### config.mk
export PLATFORM = sky130hd
export DESIGN_NAME = sec_countdown
export DESIGN_NICKNAME = d
export VERILOG_FILES = /design/src/rtl/sec_countdown_pkg.sv /design/src/rtl/sec_countdown_rise_detect.sv /design/src/rtl/sec_countdown.sv
export SDC_FILE = /design/constraint.sdc
export NUM_CORES = 1
export LEC_CHECK = 0
export ABC_AREA = 1
export CAP_MARGIN = 10
export CORE_ASPECT_RATIO = 1.1
export CORE_MARGIN = 2
export CORE_UTILIZATION = 31
export CTS_CLUSTER_SIZE = 30
export DETAILED_ROUTE_END_ITERATION = 6
export PLACE_DENSITY_LB_ADDON = 0.12
export SYNTH_ARGS = -nofsm -noshare
export SYNTH_HDL_FRONTEND = slang
export SYNTH_SLANG_ARGS = --single-unit
### constraint.sdc
create_clock -name clk -period 1.8 [get_ports clk]
set_clock_uncertainty 0.15 [all_clocks]
set_input_delay 0.36 -clock clk [delete_from_list [all_inputs] [get_ports clk]]
set_output_delay 0.36 -clock clk [all_outputs]
set_load 0.005 [all_outputs]
### src/rtl/sec_countdown_pkg.sv
// ============================================================================
// Module  : sec_countdown_pkg
// Brief   : Shared constants and state encoding for the seconds countdown.
// Revision: 1.0 - initial release
// ============================================================================
`default_nettype none

package sec_countdown_pkg;

    localparam int SYS_HZ       = 240;
    localparam int DEFAULT_SECS = 4;

    typedef enum logic [1:0] {
        ST_IDLE    = 2'd0,
        ST_RUN     = 2'd1,
        ST_PAUSED  = 2'd2,
        ST_EXPIRED = 2'd3
    } state_t;

endpackage

`default_nettype wire

### src/rtl/sec_countdown_rise_detect.sv
// ============================================================================
// Module  : rise_detect
// Brief   : Single-cycle pulse on each rising edge of a slow input level.
// Revision: 1.0 - initial release
// ============================================================================
`default_nettype none

module rise_detect (
    input  logic clk,
    input  logic reset,
    input  logic in,
    output logic pulse
);

    logic r_in_q;

    always_ff @(posedge clk) begin
        if (reset) begin
            r_in_q <= 1'b0;
        end else begin
            r_in_q <= in;
        end
    end

    // Combinational so the pulse lands on the cycle the new level is sampled.
    assign pulse = in & ~r_in_q;

endmodule

`default_nettype wire

### src/rtl/sec_countdown.sv
// ============================================================================
// Module  : sec_countdown
// Brief   : Loadable seconds countdown driven by the 1 Hz square wave.
// Revision: 1.0 - initial release
// ============================================================================
`default_nettype none

module sec_countdown
    import sec_countdown_pkg::*;
#(
    parameter int WIDTH        = 8,
    parameter int DEFAULT_SECS = sec_countdown_pkg::DEFAULT_SECS
) (
    input  logic             clk,
    input  logic             reset,
    input  logic             sec_in,
    input  logic             load,
    input  logic [WIDTH-1:0] load_value,
    input  logic             start,
    input  logic             pause,
    output logic [WIDTH-1:0] remaining,
    output logic             running,
    output logic             done,
    output logic             expired
);

    localparam logic [WIDTH-1:0] C_RESET_SECS = WIDTH'(DEFAULT_SECS);
    localparam logic [WIDTH-1:0] C_ONE        = WIDTH'(1);

    logic             w_sec_tick;
    state_t           r_state;
    logic [WIDTH-1:0] r_remaining;
    logic             r_running;
    logic             r_done;
    logic             r_expired;

    rise_detect u_rise_detect (
        .clk   (clk),
        .reset (reset),
        .in    (sec_in),
        .pulse (w_sec_tick)
    );

    // Strobe priority is load > pause > start > tick; each branch is exclusive.
    always_ff @(posedge clk) begin
        if (reset) begin
            r_state     <= ST_IDLE;
            r_remaining <= C_RESET_SECS;
            r_running   <= 1'b0;
            r_done      <= 1'b0;
            r_expired   <= 1'b0;
        end else begin
            r_done <= 1'b0;
            case (r_state)
                ST_IDLE: begin
                    if (load) begin
                        r_remaining <= load_value;
                    end else if (start && !pause) begin
                        if (r_remaining != '0) begin
                            r_state   <= ST_RUN;
                            r_running <= 1'b1;
                        end else begin
                            r_state   <= ST_EXPIRED;
                            r_expired <= 1'b1;
                            r_done    <= 1'b1;
                        end
                    end
                end
                ST_RUN: begin
                    if (load) begin
                        r_remaining <= load_value;
                    end else if (pause) begin
                        r_state   <= ST_PAUSED;
                        r_running <= 1'b0;
                    end else if ((r_remaining == '0) ||
                                 (w_sec_tick && r_remaining == C_ONE)) begin
                        // A zero count left by a mid-run load expires here too.
                        r_remaining <= '0;
                        r_state     <= ST_EXPIRED;
                        r_running   <= 1'b0;
                        r_expired   <= 1'b1;
                        r_done      <= 1'b1;
                    end else if (w_sec_tick) begin
                        r_remaining <= r_remaining - C_ONE;
                    end
                end
                ST_PAUSED: begin
                    if (load) begin
                        r_remaining <= load_value;
                    end else if (start && !pause) begin
                        r_state   <= ST_RUN;
                        r_running <= 1'b1;
                    end
                end
                ST_EXPIRED: begin
                    if (load) begin
                        r_remaining <= load_value;
                        r_state     <= ST_IDLE;
                        r_expired   <= 1'b0;
                    end
                end
                default: begin
                    r_state   <= ST_IDLE;
                    r_running <= 1'b0;
                    r_expired <= 1'b0;
                end
            endcase
        end
    end

    assign remaining = r_remaining;
    assign running   = r_running;
    assign done      = r_done;
    assign expired   = r_expired;

endmodule

`default_nettype wire
== Yosys cells after proc, flatten, opt, wreduce, memory -nomap -nowiden ==
Index checks and enable logic that the tools add are counted.

* Multiplexer cells: 40
* Bitwise logic cells: 2
* Reduce and logical (&&, ||, !) cells: 14
* Equality and inequality tests: 18
* $add $sub $neg: 1

{| class="wikitable"
|+ Operators by type and width
! cell !! number
|-
| two-way mux 8 bit || 5
|-
| two-way mux 1 bit || 21
|-
| inequality test 2 bit, second input constant || 10
|-
| two-way mux 2 bit || 9
|-
| one-hot mux 8 bit (2 select lines) || 1
|-
| AND reduction 8 bit || 2
|-
| equality test 8 x 1 -> 1 bit, second input constant || 1
|-
| logical NOT 8 bit || 1
|-
| one-hot mux 2 bit (4 select lines) || 1
|-
| nonzero test 8 bit || 1
|-
| subtractor 8 x 1 -> 8 bit, second input constant || 1
|-
| AND reduction 7 bit || 1
|-
| inequality test 3 bit, second input constant || 2
|-
| one-hot mux 1 bit (3 select lines) || 2
|-
| nonzero test 3 bit || 2
|-
| equality test 2 bit, second input constant || 2
|-
| inequality test 4 bit, second input constant || 1
|-
| AND reduction 3 bit || 1
|-
| OR reduction 3 bit || 1
|-
| equality test 2 x 1 -> 1 bit, second input constant || 1
|-
| logical AND 1 bit || 2
|-
| logical NOT 2 bit || 1
|-
| inequality test 2 x 1 -> 1 bit, second input constant || 1
|-
| one-hot mux 1 bit (2 select lines) || 1
|-
| 4 further kinds || 4
|}

* Bits of input ports: 14
* Flip-flop bits (word level): 14
* Word-level logic and storage cells: 81

== Longest topological paths before layout ==
* Depth in word-level cells: 8
* Mapped depth: 11
* Depth with buffers taken out: 11

== Hierarchy ==
From an unflattened synthesis, not the netlist that was laid out.

* Cells, all modules: 185
* Area, all modules: 1,088.5 um2

{| class="wikitable"
|+ By module, submodules not included
! module !! area each (um2) !! cells an instance !! sequential area each (um2) !! times used
|-
| sec_countdown || 1,057.3 || 181 || 260.2 || 1
|-
| rise_detect || 31.3 || 4 || 20.0 || 1
|}

== Worst setup path before layout ==
No wires, ideal clock.

* Path type: register to register
* Start: register r_state[0]
* End: register r_state[1]
* Slack: 0.164 ns
* Cell stages (with the launch flop): 11
* Data required time: 1.529 ns
* Clock period less this slack: 1.636 ns
* Path buffers: 0
* Arrival: 1.365 ns
* Cells stage by stage: dfxtp_1 -> inv_1 -> ha_1 -> inv_1 -> nand2_1 -> o21ai_0 -> nand2_1 -> inv_1 -> nand3_2 -> nand3_1 -> o21ai_0

* Cells in the longest elaborated chain, start to end: 3
* Elaborated cells on any way between the ends: 13
* Those cells by class: 10 x eq/ne; 1 x mux; 2 x reduce/logical

{| class="wikitable"
|+ RTL lines
! item !! line !! RTL
|-
| start, declared || sec_countdown.sv:31 || <nowiki>state_t r_state;</nowiki>
|-
| start signal, assigned || sec_countdown.sv:47 || <nowiki>r_state <= ST_IDLE;</nowiki>
|-
| start signal, assigned || sec_countdown.sv:60 || <nowiki>r_state <= ST_RUN;</nowiki>
|-
| start signal, assigned || sec_countdown.sv:63 || <nowiki>r_state <= ST_EXPIRED;</nowiki>
|-
| equality test 2 x 1 -> 1 bit (tied with other cells) || sec_countdown.sv:54 || <nowiki>case (r_state)</nowiki>
|-
| inequality test 3 bit (no source line) / inequality test 2 bit (equally long branches) || -- ||
|-
| AND reduction 7 bit (no source line) || -- ||
|}

Several ways; a longest one is shown, not always the timed one.
A chain may end at the register's enable or synchronous reset.

== Final worst setup path ==
* Start: register r_remaining[0], in the netlist remaining[0]
* End: output remaining[0]

{| class="wikitable"
|+ RTL lines
! item !! line !! RTL
|-
| start, declared || sec_countdown.sv:32 || <nowiki>logic [WIDTH-1:0] r_remaining;</nowiki>
|-
| start signal, assigned || sec_countdown.sv:57 || <nowiki>r_remaining <= load_value;</nowiki>
|-
| start signal, assigned || sec_countdown.sv:71 || <nowiki>r_remaining <= load_value;</nowiki>
|-
| start signal, assigned || sec_countdown.sv:84 || <nowiki>r_remaining <= r_remaining - C_ONE;</nowiki>
|-
| end, declared || sec_countdown.sv:21 || <nowiki>output logic [WIDTH-1:0] remaining,</nowiki>
|}

No word-level cell between the ends.

==> flow_metrics.py <==
metrics = {
    "global_routing": {
        "grt_pass1_wl_mm": 4.79,
        "grt_pass1_vias": 1168,
        "antenna_found_initial": 0,
        "grt_max_degree": 10,
        "overflow": 0,
        "track_usage_pct": 15.9,
    },
    "route": {
        "dr_total_vias": 1161,
        "viasPerCell": 4.43,
        "drc": 0,
        "wl_per_cell_um": 10.5,
        "wl_mm": 2.76,
        "drtPass1Iterations": 4,
        "drt_iter0_drc": 60,
        "ant_nets": 0,
    },
    "sta": {
        "tns_ps": 0,
        "post-route-period-util_pct": 96.9,
        "worst_pin_slew_ps": 299,
        "finalSetupViolations": 0,
        "hold_viol": 0,
        "relSlewSlack_pct": 80.1,
        "grt_setup_unrepaired": "false",
        "drv_slew": 0,
        "fin_hold_ws_ps": 361,
        "fin_crit_ps": 1740,
        "max_freq_mhz": 573,
    },
    "clock_tree": {
        "cts.repair.resized": 0,
        "clock_tree.root_cell": "clkbuf_4",
        "path_clk_slew_ps": 90,
        "insertion_delay_ps": 280,
        "clkSinkCount": 14,
        "tritoncts": "yes",
        "post_cts_buffers": 0,
        "cts_max_path_buffers": 2,
        "htree_levels": 1,
        "ctsHoldBuffers": 0,
        "cts_buffers": 3,
    },
    "logic_synthesis": {
        "synth_area_mm2": 0.00108,
        "seq_area_frac_synth_pct": 26.0,
        "syn_avg_cell_area_um2": 6.33,
        "ys_seq_elements": 14,
        "synth_cells": 170,
        "synth_top_area_cell": "dfxtp_1",
        "yosys.area.top_type_share_pct": 26.0,
        "yosys_warnings": 0,
        "synth_fp_nets": 191,
        "synth_cell_types": 22,
        "yosys-top-cells-area": "dfxtp_1, nand2_1, inv_1, nor2_1, ha_1",
    },
    "floorplan": {
        "coreArea_mm2": 0.00333,
        "rows": 22,
        "die_area_mm2": 0.00396,
        "die_h_um": 65.8,
        "io_pins": 25,
        "die_x_um": 60.2,
        "start_util_pct": 32.3,
    },
    "layout": {
        "fin_area_mm2": 0.00155,
        "fin_util_pct": 46.4,
        "nets": 237,
        "area_growth_pct": 43.6,
        "drive_gt1_share_pct": 22.0,
        "diodes": 0,
    },
    "critical_path": {
        "cp-start-kind": "register",
        "critPathRequiredTime_ps": 1290,
        "path_class": "reg -> out",
        "crit_arrival_ps": 1230,
        "path_max_fanout": 4,
        "r2r_cells": 9,
        "endpoint_kind": "primary output",
    },
    "min_path": {
        "hold_depth": 4,
        "hp-class": "reg -> reg",
    },
    "flow_run": {
        "max_cap_viol_count": 0,
    },
    "power": {
        "power_leakage_nw": 0.754,
        "powerDensity_mw_per_mm2": 671,
        "ir_worst_vdd_uv": 308,
    },
    "placement": {
        "io_buffers": 24,
        "post_dp_cell_area_mm2": 0.00150,
        "routabilityCongestion": 0.938,
        "hpwlAfterDp_mm": 2.20,
    },
    "outcome": {
        "status": "finished clean",
    },
}
-- layer usage --
metal / vias up / GRT usage [%] / wire, um
met1: 520 / 18.8 / 1250
met5: - / 0 / 0
li1: 615 / - / -
met3: 2 / 1.76 / 93
met4: 0 / 6.67 / 24
met2: 24 / 28.3 / 1390
-- worst paths after layout --
path              slack (ps)    startpoint      endpoint
setup reg to reg         180    r_state[0]    r_state[1]
hold / removal           360       expired       expired
setup / recovery          60  remaining[0]  remaining[0]
hold reg to reg          360       expired       expired
-- area by class of cell --
cell class / instances / area (um2)
Tap cell: 48 / 60.1
Fill cell: 350 / 1790
Inverter: 31 / 116
Timing Repair Buffer: 42 / 375
Multi-Input combinational cell: 124 / 684
Clock buffer: 3 / 22.5
Sequential cell: 14 / 287
-- cells in the mapped netlist, drive strengths merged --
cell and count:
nand2 45, inv 31, nor2 28, nand3 18, o21ai 15, dfxtp 14
ha 7, xor2 4, nor3 2, a221oi 1, buf 1, nand3b 1
nand4 1, o211ai 1, xnor2 1
-- sequential cells by signal (all words and copies together) (netlist names) --
name                  cells
u_rise_detect.r_in_q      1
remaining                 8
done                      1
expired                   1
running                   1
r_state                   2
-- cell families (layout without fill, tap and decap cells) --
group | Yosys count | after routing | synth area share, %
AND/OR/NAND/NOR | 95 | 95 | 41.4
buffers and inverters | 32 | 76 | 11.5
AO/OA/AOI/OAI | 17 | 17 | 8.84
flip-flops | 14 | 14 | 26.0
adder cells (fa/ha/maj) | 7 | 7 | 8.14
XOR/XNOR | 5 | 5 | 4.07
-- through the flow --
step	total power [W]	cells	setup slack (ps)
floorplan	0.000647	170	164
global placement	0.000845	259	-103
detailed placement	0.000851	259	-132
CTS	0.00104	262	3.70
global route	0.00113	262	3.99
finish	0.00104	262	55.8
-- cells in the final DEF, fill, tap and decap left out, types with 5 or more instances in the layout --
cell             instances
o21ai_0                 12
inv_1                   27
nor2_2                   6
dfxtp_1                  9
nand2_1                 40
buf_4                   18
dfxtp_2                  5
nand3_1                 13
ha_1                     7
nor2_1                  22
clkdlybuf4s50_1         24
-- worst max-delay path, stage by stage, from the launching register on --
cell	delay [ps]
dfxtp_1	340
buf_4	130
clkdlybuf4s50_1	490
-- power by group --
group	leakage, nW	total [W]	switching, W	internal [W]
clock network	0.0138	0.000184	0.000106	0.0000776
registers	0.117	0.000375	0.0000296	0.000346
logic	0.623	0.000479	0.000248	0.000231
total	0.754	0.00104	0.000383	0.000654
Note: power is estimated with default switching activity, not from simulation.
==> edit 1, RTL diff (same flow settings) <==
Change the parameter `WIDTH` from 8 to 12.
--- a/src/rtl/sec_countdown.sv
+++ b/src/rtl/sec_countdown.sv
@@ -10,3 +10,3 @@
 #(
-    parameter int WIDTH        = 8,
+    parameter int WIDTH        = 12,
     parameter int DEFAULT_SECS = sec_countdown_pkg::DEFAULT_SECS
Ports: changed (resized load_value and remaining); port bits go from 25 to 33. The function was not compared with the original's and may differ.
==> edit 1 against the original RTL <==
Sequential cell count up 4; synthesized area up 24%; worst hold slack worse by 0.051 ns; register-to-register slack worse by 0.02 ns; count of clock-buffer cells in the layout up 1; final area up 26%; critical path depth down 1; setup slack worse by 0.021 ns; wire length up 28%; critical path type unchanged; largest cell class unchanged.
Power is not compared: it rests on default switching activity, and its combinational part moved more than twofold at a synthesized area within 25%.
==> edit 1: results (changes against the original RTL) <==
global_route:
  use_met1_pct: 21.9  # +3.2 points
  grt_util_met3_pct: 2.47  # +0.71 points
  grt_max_degree: 20  # +10
  grt_usage_pct: 16.2  # +0.29 points
  grt_pass1_wl_um: 5960  # +24%
  grt_pass1_vias: 1323  # +13%
  use_met2_pct: 25.1  # -3.1 points
clocking:
  worstSkewPairLatency_ns: 0.26  # -0.02 ns
  clockRootBuffer: "clkbuf_8"
layout:
  clkbuf_count: 4  # +1
  clock_cell_area_share_pct: 2.82  # +1.4 points
  n_all_buffers: 51  # +21%
  seq-cell-share_pct: 18.9  # +0.32 points
  largest_reg_flops: 12  # +4
  multi_input_area_um2: 896  # +31%
  layout.nets: 294  # +24%
  multi_input_cells: 172  # +39%
  inverters_excl_clock: 23  # -26%
  drive_above_1_share_pct: 19.4  # -2.6 points
  nonClkBufAreaFrac_pct: 24.5  # +0.21 points
  nFillCells: 467  # +33%
drt:
  viasPerCell: 4.50  # +1.6%
  wl_per_cell_um: 10.9  # +3.9%
  drtIter0Drc: 26  # -57%
  wl_um: 3520  # +28%
logic_synthesis:
  synth_nets: 242  # +27%
  synth_area_leaders: "dfxtp_1 27%, nand2_1 16%, nor2_1 14%"
  ys_seq_area_share_pct: 27.0  # +0.95 points
  syn_avg_cell_area_um2: 6.15  # -2.8%
  synth-seq-cells: 18  # +4
  synth_cell_type_count: 24  # +9.1%
  synth_common_cells: "57 x nand2_1, 49 x nor2_1, 23 x inv_1"
worst_setup_path:
  regToRegSetupSlack_ns: 0.16  # -0.02 ns
  arrival_ns: 1.26  # +0.03 ns
  cp_max_fo: 5  # +1
  r2r-end: "remaining[3]"
  worst_path_largest_cell_delay_ns: 0.55  # +0.06 ns
  r2r_start: "r_state[1]"
placed_design:
  post-place-ws_ns: -0.250  # -0.118 ns
  place_area_mm2: 0.00184  # +22%
  place.gp.congestion: 0.787  # -16%
  dp_hpwl_um: 2570  # +17%
  io_buffers: 32  # +33%
sta:
  max_slew_margin_pct: 76.0  # -4.1 points
  holdWs_ns: 0.310  # -0.0512 ns
run_status:
  status: "finished clean"
min_path:
  holdPathStages: 2  # -2
die:
  coreArea_mm2: 0.00422  # +27%
power:
  vdd_drop_max_mv: 0.358
edit 1: cell types whose count changed after synthesis, sizes merged, moves of 2 or more:
cell and change:
o21ai +5, nor2 +24, inv -8, a21boi +2
nand2 +18, nand3 -5, buf +3, dfxtp +4
a21oi +5
edit 1: cell families (layout without fill, tap and decap cells):
kind of cell / Yosys count / in the layout / synth area share (%)
adder cells (fa/ha/maj): 7 / 7 / 6.56
AO/OA/AOI/OAI: 27 / 27 / 10.5
buffers and inverters: 27 / 78 / 9.18
XOR/XNOR: 6 / 6 / 3.94
flip-flops: 18 / 18 / 27.0
AND/OR/NAND/NOR: 132 / 132 / 42.8
edit 1: worst max-delay path by stage:
stage,startpoint,cells past startpoint,end,slack [ns]
6_report,remaining[6],1,remaining[6],0.03
5_1_grt,remaining[0],2,remaining[0],0.005
4_1_cts,remaining[2],1,remaining[2],0.02
3_5_place_dp,pause,9,remaining[5],-0.25
3_3_place_gp,pause,9,remaining[2],-0.25
2_1_floorplan,r_state[1],9,remaining[10],0.07
edit 1: metal layers:
layer / up-vias / share of wire (%)
met2: 26 / 45
met5: - / 0
met4: 0 / 1.9
met1: 639 / 50
li1: 779 / -
met3: 5 / 3.4
edit 1: repair_timing:
action,4_1_cts,5_1_grt
pin swaps,0,2
setup endpoints to repair,7,21
resized for setup,2,24
cloned,0,0
edit 1: power by group:
group          internal (mW)  total, mW  switching [mW]
Clock                  0.195      0.353           0.158
Combinational          0.570       1.18           0.609
Sequential             0.479      0.552          0.0726
Total                   1.24       2.08           0.839
==> edit 2, RTL diff (config.mk and constraints unchanged) <==
Without the edit above. The 4 states of `state_t` get a Gray code encoding in 2 bits.
--- a/src/rtl/sec_countdown_pkg.sv
+++ b/src/rtl/sec_countdown_pkg.sv
@@ -13,6 +13,6 @@
     typedef enum logic [1:0] {
-        ST_IDLE    = 2'd0,
-        ST_RUN     = 2'd1,
-        ST_PAUSED  = 2'd2,
-        ST_EXPIRED = 2'd3
+        ST_IDLE    = 2'b00,
+        ST_RUN     = 2'b01,
+        ST_PAUSED  = 2'b11,
+        ST_EXPIRED = 2'b10
     } state_t;
Function: no difference found for any inputs over 10 cycles, from zero or initial values and one cycle with reset high; not proved beyond that.
==> edit 2 against the original RTL <==
Sequential cell count did not move; final area fell by 11%; combinational power rose by 14%; setup slack got worse by 0.018 ns; synthesized area fell by 8.5%; critical path depth fell by 1; power rose by 9.8%; sequential share of layout area rose by 2.3 points; core utilization fell by 1.3 points; via count fell by 12%; die area fell by 8.0%; wire length fell by 11%; critical path type unchanged.
==> edit 2: results (changes against the original RTL) <==
layout:
  layout.nets: 205  # -14%
  stdcell_count: 221  # -16%
  multi_input_cells: 113  # -8.9%
  multi_input_area_share_pct: 43.5  # -0.80 points
  inverters_excl_clock: 24  # -23%
  drive_above_1_share_pct: 20.3  # -1.6 points
  n_all_buffers: 33  # -21%
power:
  clkPwrFrac_pct: 16.2  # -1.5 points
  vdd_drop_max_mv: 0.389  # +26%
  power_frac_seq_pct: 35.8  # -0.4 points
drt:
  wl_per_cell_um: 11.1  # +5.9%
  vias: 1016  # -12%
sta:
  holdWs_ns: 0.324  # -0.0370 ns
logic_synthesis:
  synth_area_leaders: "dfxtp_1 28%, nand2_1 11%, nor2_1 9.9%"
  syn_inst: 153  # -10%
  synth_cell_type_count: 25  # +14%
  ys_seq_area_share_pct: 28.5  # +2.4 points
  synth_common_cells: "30 x nand2_1, 26 x nor2_1, 19 x inv_1"
worst_setup_path:
  r2r_start: "remaining[1]"
run_status:
  status: "finished clean"
min_path:
  holdPathStages: 2  # -2
placed_design:
  place_area_mm2: 0.00134  # -11%
  place.gp.congestion: 0.871  # -7.1%
  dp_cells: 218  # -16%
global_route:
  grt_max_degree: 16  # +6
-- edit 2: cell count changes in the layout (fill, tap and decap cells not counted), moves of 3 or more --
cell,unedited run,this run
nor2_2,6,3
o21ai_0,12,4
a21oi_1,0,11
nand3_1,13,7
nand4_1,1,5
inv_1,27,19
ha_1,7,2
nor2_1,22,26
o21ai_1,2,6
nand2_1,40,30
buf_4,18,7
-- edit 2: how the worst max path moves through the flow --
stage                         endpoint  depth (start not counted)  slack [ns]    startpoint
after detailed placement  remaining[5]                          8        -0.1        sec_in
after global routing      remaining[7]                          1      0.0008  remaining[7]
after floorplan           remaining[5]                          9        0.15  remaining[0]
after CTS                 remaining[5]                          1        0.01  remaining[5]
after global placement    remaining[3]                          8       -0.08        sec_in
final                     remaining[6]                          1        0.04  remaining[6]
-- edit 2: cell families (layout without fill, tap and decap cells) --
kind of cell	after synthesis	count (layout)	share of synthesized area, %
AOI/OAI and AO/OA	26	26	14.9
xor gates and xnor gates	4	4	3.56
adders and majority gates	2	2	2.54
buffers and inverters	26	60	10.8
DFF	14	14	28.5
and+or+nand+nor	81	81	39.8
-- edit 2: per-stage QoR --
step | setup TNS, ns | worst slack, ns | power (mW) | utilization [%]
6_report | 0 | 0.0381 | 1.14 | 45.1
3_3_place_gp | -0.520 | -0.0815 | 0.959 | 44.1
2_1_floorplan | 0 | 0.149 | 0.767 | -
5_1_grt | 0 | 0.000809 | 1.25 | 45.1
3_5_place_dp | -0.846 | -0.0956 | 0.960 | 44.1
4_1_cts | 0 | 0.0139 | 1.15 | 44.8
-- edit 2: per-layer routing --
layer	GRT usage, %	share of wire [%]
met4	7.56	1.7
met1	16.8	47
met3	2.26	4.3
met2	25.3	47
met5	0	0
